**src/rtl/obstacle_scroller_if.sv**
```systemverilog
// Gap-position handshake between the random source (master) and the obstacle scroller (slave).
interface obstacle_scroller_if #(
  parameter int ROWS = 16
);
  logic [$clog2(ROWS)-1:0] gap_pos;
  logic                    gap_valid;
  logic                    gap_ready;

  modport master (output gap_pos, output gap_valid, input  gap_ready);
  modport slave  (input  gap_pos, input  gap_valid, output gap_ready);
endinterface

```
**src/rtl/obstacle_scroller.sv**
```systemverilog
// Scrolling pipe-obstacle grid for the LED-matrix game: shifts toward column 0 on each speed tick,
// injecting pipe columns from a one-entry gap buffer at the right edge.
module obstacle_scroller #(
  parameter int ROWS     = 16,
  parameter int COLS     = 16,
  parameter int GAP_W    = 4,
  parameter int SPACING  = 4,
  parameter int BIRD_COL = 3,
  parameter int DIV_W    = 24
) (
  input  logic                       clk,
  input  logic                       reset,
  input  logic                       start,
  input  logic                       pause,
  input  logic                       halt,
  input  logic [DIV_W-1:0]           speed_div,
  obstacle_scroller_if.slave         gap,
  output logic [ROWS-1:0][COLS-1:0]  grid,
  output logic                       step,
  output logic                       pipe_passed,
  output logic                       running
);
  localparam int RW  = $clog2(ROWS);
  localparam int SPW = (SPACING < 1) ? 1 : $clog2(SPACING + 1);

  typedef enum logic [1:0] {IDLE, RUN, PAUSED} state_t;

  state_t           state;
  logic [COLS-1:0]  marker;
  logic [DIV_W-1:0] tick_cnt;
  logic [SPW-1:0]   spc_cnt;
  logic             buf_valid;
  logic [RW-1:0]    buf_pos;

  logic [DIV_W-1:0] eff_m1;
  logic             scroll;
  logic             inject_pipe;
  logic [RW-1:0]    gap_top;
  logic [ROWS-1:0]  inject_col;

  assign gap.gap_ready = ~buf_valid;
  assign running       = (state == RUN);

  always_comb begin
    eff_m1      = (speed_div == '0) ? '0 : speed_div - DIV_W'(1);
    // start/halt/pause all win over a pending tick
    scroll      = (state == RUN) && !start && !halt && !pause && (tick_cnt >= eff_m1);
    inject_pipe = (spc_cnt == '0) && buf_valid;
    gap_top     = (buf_pos > RW'(ROWS - GAP_W)) ? RW'(ROWS - GAP_W) : buf_pos;
    inject_col  = '0;
    for (int r = 0; r < ROWS; r++)
      inject_col[r] = inject_pipe && !((r >= int'(gap_top)) && (r < int'(gap_top) + GAP_W));
  end

  always_ff @(posedge clk) begin
    if (reset) begin
      state       <= IDLE;
      grid        <= '0;
      marker      <= '0;
      tick_cnt    <= '0;
      spc_cnt     <= '0;
      buf_valid   <= 1'b0;
      buf_pos     <= '0;
      step        <= 1'b0;
      pipe_passed <= 1'b0;
    end else begin
      step        <= scroll;
      pipe_passed <= scroll && marker[BIRD_COL];

      // Accept needs an empty buffer and consume needs a full one, so they never collide.
      if (!buf_valid && gap.gap_valid) begin
        buf_valid <= 1'b1;
        buf_pos   <= gap.gap_pos;
      end

      if (start) begin
        grid     <= '0;
        marker   <= '0;
        tick_cnt <= '0;
        spc_cnt  <= '0;
        state    <= pause ? PAUSED : RUN;
      end else if (halt && state != IDLE) begin
        state <= IDLE;
      end else begin
        case (state)
          RUN: begin
            if (pause) begin
              state <= PAUSED;
            end else if (scroll) begin
              tick_cnt <= '0;
              for (int r = 0; r < ROWS; r++)
                grid[r] <= {inject_col[r], grid[r][COLS-1:1]};
              marker <= {inject_pipe, marker[COLS-1:1]};
              if (inject_pipe) begin
                spc_cnt   <= SPW'(SPACING);
                buf_valid <= 1'b0;
              end else if (spc_cnt != '0) begin
                spc_cnt <= spc_cnt - SPW'(1);
              end
            end else begin
              tick_cnt <= tick_cnt + DIV_W'(1);
            end
          end
          PAUSED: if (!pause) state <= RUN;
          default: ;
        endcase
      end
    end
  end
endmodule

```
**src/flat_wrapper.sv**
```systemverilog
// flat-port wrapper written by rule: the top's interface ports become plain ports
module obstacle_scroller_flat 
#(
  parameter int ROWS     = 16,
  parameter int COLS     = 16,
  parameter int GAP_W    = 4,
  parameter int SPACING  = 4,
  parameter int BIRD_COL = 3,
  parameter int DIV_W    = 24
)
  (clk, reset, start, pause, halt, speed_div, grid, step, pipe_passed, running, gap_gap_pos, gap_gap_valid, gap_gap_ready);
  obstacle_scroller_if #(.ROWS(ROWS)) gap_i ();
  input  logic clk;
  input  logic reset;
  input  logic start;
  input  logic pause;
  input  logic halt;
  input  logic [DIV_W-1:0] speed_div;
  output logic [ROWS-1:0][COLS-1:0] grid;
  output logic step;
  output logic pipe_passed;
  output logic running;
  input wire logic [$bits(gap_i.gap_pos)-1:0] gap_gap_pos;
  input wire logic [$bits(gap_i.gap_valid)-1:0] gap_gap_valid;
  output wire logic [$bits(gap_i.gap_ready)-1:0] gap_gap_ready;
  assign gap_i.gap_pos = gap_gap_pos;
  assign gap_i.gap_valid = gap_gap_valid;
  assign gap_gap_ready = gap_i.gap_ready;
  obstacle_scroller #(.ROWS(ROWS), .COLS(COLS), .GAP_W(GAP_W), .SPACING(SPACING), .BIRD_COL(BIRD_COL), .DIV_W(DIV_W)) u_core (.clk(clk), .reset(reset), .start(start), .pause(pause), .halt(halt), .speed_div(speed_div), .gap(gap_i), .grid(grid), .step(step), .pipe_passed(pipe_passed), .running(running));
endmodule
```
**config.mk**
```make
export PLATFORM = sky130hd
export DESIGN_NAME = obstacle_scroller_flat
export DESIGN_NICKNAME = d
export VERILOG_FILES = /design/src/rtl/obstacle_scroller_if.sv /design/src/rtl/obstacle_scroller.sv /design/src/flat_wrapper.sv
export SDC_FILE = /design/constraint.sdc
export NUM_CORES = 1
export LEC_CHECK = 0
export ABC_AREA = 1
export ABC_CLOCK_PERIOD_IN_PS = 5900
export CAP_MARGIN = 25
export CORE_ASPECT_RATIO = 1.1
export CORE_UTILIZATION = 28
export DETAILED_ROUTE_END_ITERATION = 16
export SLEW_MARGIN = 20
export SYNTH_ARGS = -nofsm -noshare
export SYNTH_HDL_FRONTEND = slang
export SYNTH_SLANG_ARGS = --single-unit
```
**constraint.sdc**
```tcl
create_clock -name clk -period 5.9 [get_ports clk]
set_clock_uncertainty 0.2 [all_clocks]
set_input_delay 1.475 -clock clk [delete_from_list [all_inputs] [get_ports clk]]
set_output_delay 1.475 -clock clk [all_outputs]
set_load 0.02 [all_outputs]
```
==> run summary <==
Status: finished clean
Synth Cell Area: 12,600 sq um
Syn avg cell area: 7.36 sq um
Busiest grt layer: met2
Slew headroom: 34.4%
Kind of cell adding the most delay to the critical path: simple AND/OR/NAND/NOR gates
CP max-delay cell: clkdlybuf4s50_1
GRT Total Usage: 14.8%
WL/cell: 13.4 um
DRT iter0 DRCs: 788
Worst skew pair latency: 0.53 ns
Post-synth EDFFs: 0
Post-Synthesis Cells: 1,717
CTS tree: built
Vias per cell: 4.49
Yosys cell types: 35
Cell count after placement: 2,516
Comb pwr share: 4.8%
Sink Count: 305
Hpwl dp: 23,900 um
Worst min path class: register to register
Syn nets: 1,786
Layout Cells excl Fill: 2,581
CTS root buffer: clkbuf_16
Synth cell count leaders: 592 x nor2_1, 305 x dfxtp_1, 195 x o21ai_0, 167 x nand2_1, 78 x o21ai_1
Clock Power Share: 48.7%
Yosys top cell by area: dfxtp_1
Die width: 205 um
Internal power: 3440 uW
Post-CTS Setup Bufs: 0
Crit end category: register
Via count: 11.6k
Detailed Route WL: 34,600 um
CP max stage delay: 0.45 ns
Post-synth ARST share: 0%
Sw Ratio: 22.8%
Sum of negative setup slack: 0 ns
Max cap viols: 0
Final instance area: 17,200 sq um
Final hold violation count: 0
Starting Density: 28.4%
M3 GR Usage: 3.71%
Cts repair resizes: 0
Fin nets: 2,043
RSZ-0062 raised after global routing: false
Register area share after synthesis: 48.3%
Final worst path period share: 85.2%
Placed cell areas: 16,000 sq um
Crit path launch type: input port
Yosys warns: 0
Reg2Reg Launch Point: u_core.tick_cnt[21]
Area Overhead vs Synth: 35.8%
Die area: 46,000 sq um
Synth top area share: 48.3%
Data required, critical path: 6.16 ns
Clock Path Buffers: 3
Slew Viols, Final: 0
Site row count: 81
Buffers on Ports: 293
Final setup viols: 0
#FFs+latches synth: 305
R2r endpoint: u_core.grid[99]
Min-Delay Endpoint: u_core.marker[15]
Die height: 225 um
CTS clk-pin slew, worst paths: 0.06 ns
DR pass1 iterations: 5
Grt met1 use: 18.3%
Max Fclk: 0.199 GHz
First-pass GRT wire length: 55,500 um
Psw: 1010 uW
Hold_buf cts: 0
Most common cell in the synthesized netlist: nor2_1
Core footprint: 44,500 sq um
IO Pins: 294
WS Path Type: input port to register
LEAKAGE: 0.00620 uW
Worst Path Buf+Inv: 3
Largest net degree at the start of global routing: 156
# H-tree levels: 2
Fin crit period: 5.03 ns
Hold_sp: u_core.marker[15]
GPL Wtd Cong: 0.794
Total grt overflow: 0
Main synth FF type: dfxtp_1
Max VDD drop: 0.000137 V
Vias in the first global route: 10.7k
Reg2reg path depth: 13
Reg power frac: 46.6%
Initial antenna violation count: 2
Crit Path Max Fanout: 48
R2R setup slack: 3.32 ns
CTS Buf Count: 37
Worst hold stages: 2
Ranking of synthesized cells by area: dfxtp_1 48%, nor2_1 18%, o21ai_0 7.7%, nand2_1 5.0%, ha_1 3.5%
CP Cell Sequence: clkdlybuf4s50_1 > nor2_1 > nand2_1 > nor2_1 > nand3_1 > nor2_1 > nand2_1 > nor2_1 > nand2_1 > a21boi_0 > o21ai_1 > ha_1 > nand2_1 > nor2_1 > nand2_1 > inv_1 > nand2_1 > nand3_1 > nor2_1 > nand2_4 > nand2_8 > buf_4 > o21ai_0 > nor2_1
Antenna viol nets, final: 0
Fill cells: 4,540
Global Route met2 Usage: 24.6%
Power Dens Cells: 259 nW/um^2
Worst slew pin tran: 0.983 ns
Most Frequent Cell on Critical Path: nor2_1
Critical path arrival: 5.29 ns
Residual DRC: 0
Share of layout cells above drive strength 1: 4.55%
-- routing by layer --
layer	vias up	wire length, um
met5	-	13
met4	2	938
met2	299	16000
met3	61	2350
met1	5202	15400
li1	6035	-
-- through the flow --
step	util (%)	setup WS [ns]	power (uW)	hold slack, ns
2_1_floorplan	-	1.33	2260	0.240
3_3_place_gp	36.0	0.377	2320	0.251
3_5_place_dp	36.0	0.325	2330	0.258
4_1_cts	38.6	0.887	4530	0.266
5_1_grt	38.6	0.394	4650	0.290
6_report	38.6	0.872	4450	0.264
-- placed cells by master, fill, tap and decap left out, drive strengths merged, types with 3 or more instances in the layout --
master / netlist / routed
nor3b: 3 / 3
a21boi: 3 / 3
nand2: 169 / 169
dfxtp: 305 / 305
xor2: 12 / 12
xnor2: 4 / 4
nand3: 50 / 50
a21oi: 42 / 42
clkinv: 3 / 10
or2: 7 / 7
nand4: 20 / 20
nor2: 596 / 596
o21ai: 273 / 273
inv: 78 / 78
clkdlybuf4s50: 0 / 293
nor3: 11 / 11
clkbuf: 49 / 54
ha: 35 / 35
buf: 45 / 19
-- worst register-to-register path: cells and delay by family (launching register included) --
kind	cells	cell delay, ns
AND/OR/NAND/NOR	9	0.94
buffers and inverters	2	0.47
flip-flops	1	0.44
adder cells (fa/ha/maj)	1	0.28
AO/OA/AOI/OAI	1	0.20
-- flip-flops by register name (all words and copies together) (netlist names) --
register	count
u_core.buf_pos	4
u_core.buf_valid	1
u_core.grid	256
u_core.marker	13
u_core.pipe_passed	1
u_core.spc_cnt	3
u_core.state	2
u_core.step	1
u_core.tick_cnt	24
-- power by group through the flow --
stage / Clock (uW) / Sequential, uW / Combinational, uW
floorplan: 0 / 2120 / 141
global placement: 0 / 2120 / 206
detailed placement: 0 / 2120 / 211
CTS: 2250 / 2070 / 212
global route: 2340 / 2070 / 242
finish: 2170 / 2070 / 212
-- cells by family after synthesis --
logic type | synth area share (%)
flops | 48.3
buf+inv | 6.88
simple gates | 27.0
fa+ha+maj | 3.46
compound gates | 13.2
xor+xnor | 1.11
-- final cells by class --
cell class	count	area, sq um	share of cell area [%]
sequential	305	6110	35.6
multi-input combinational	1237	5680	33.1
timing repair buffer	312	3190	18.6
clock buffer	54	1060	6.18
tap	581	727	4.23
inverter	81	312	1.81
clock inverter	10	95.1	0.554
antenna	1	2.50	0.0146
-- how the worst max path moves through the flow --
| stage | start | end | depth (start not counted) |
|---|---|---|---|
| 3_3_place_gp | speed_div[2] | u_core.grid[56] | 24 |
| 6_report | speed_div[2] | u_core.grid[99] | 24 |
| 3_5_place_dp | speed_div[2] | u_core.grid[114] | 25 |
| 4_1_cts | speed_div[2] | u_core.grid[99] | 24 |
| 5_1_grt | speed_div[2] | u_core.grid[74] | 24 |
| 2_1_floorplan | speed_div[0] | u_core.grid[100] | 24 |
(Power assumes the default switching activity.)
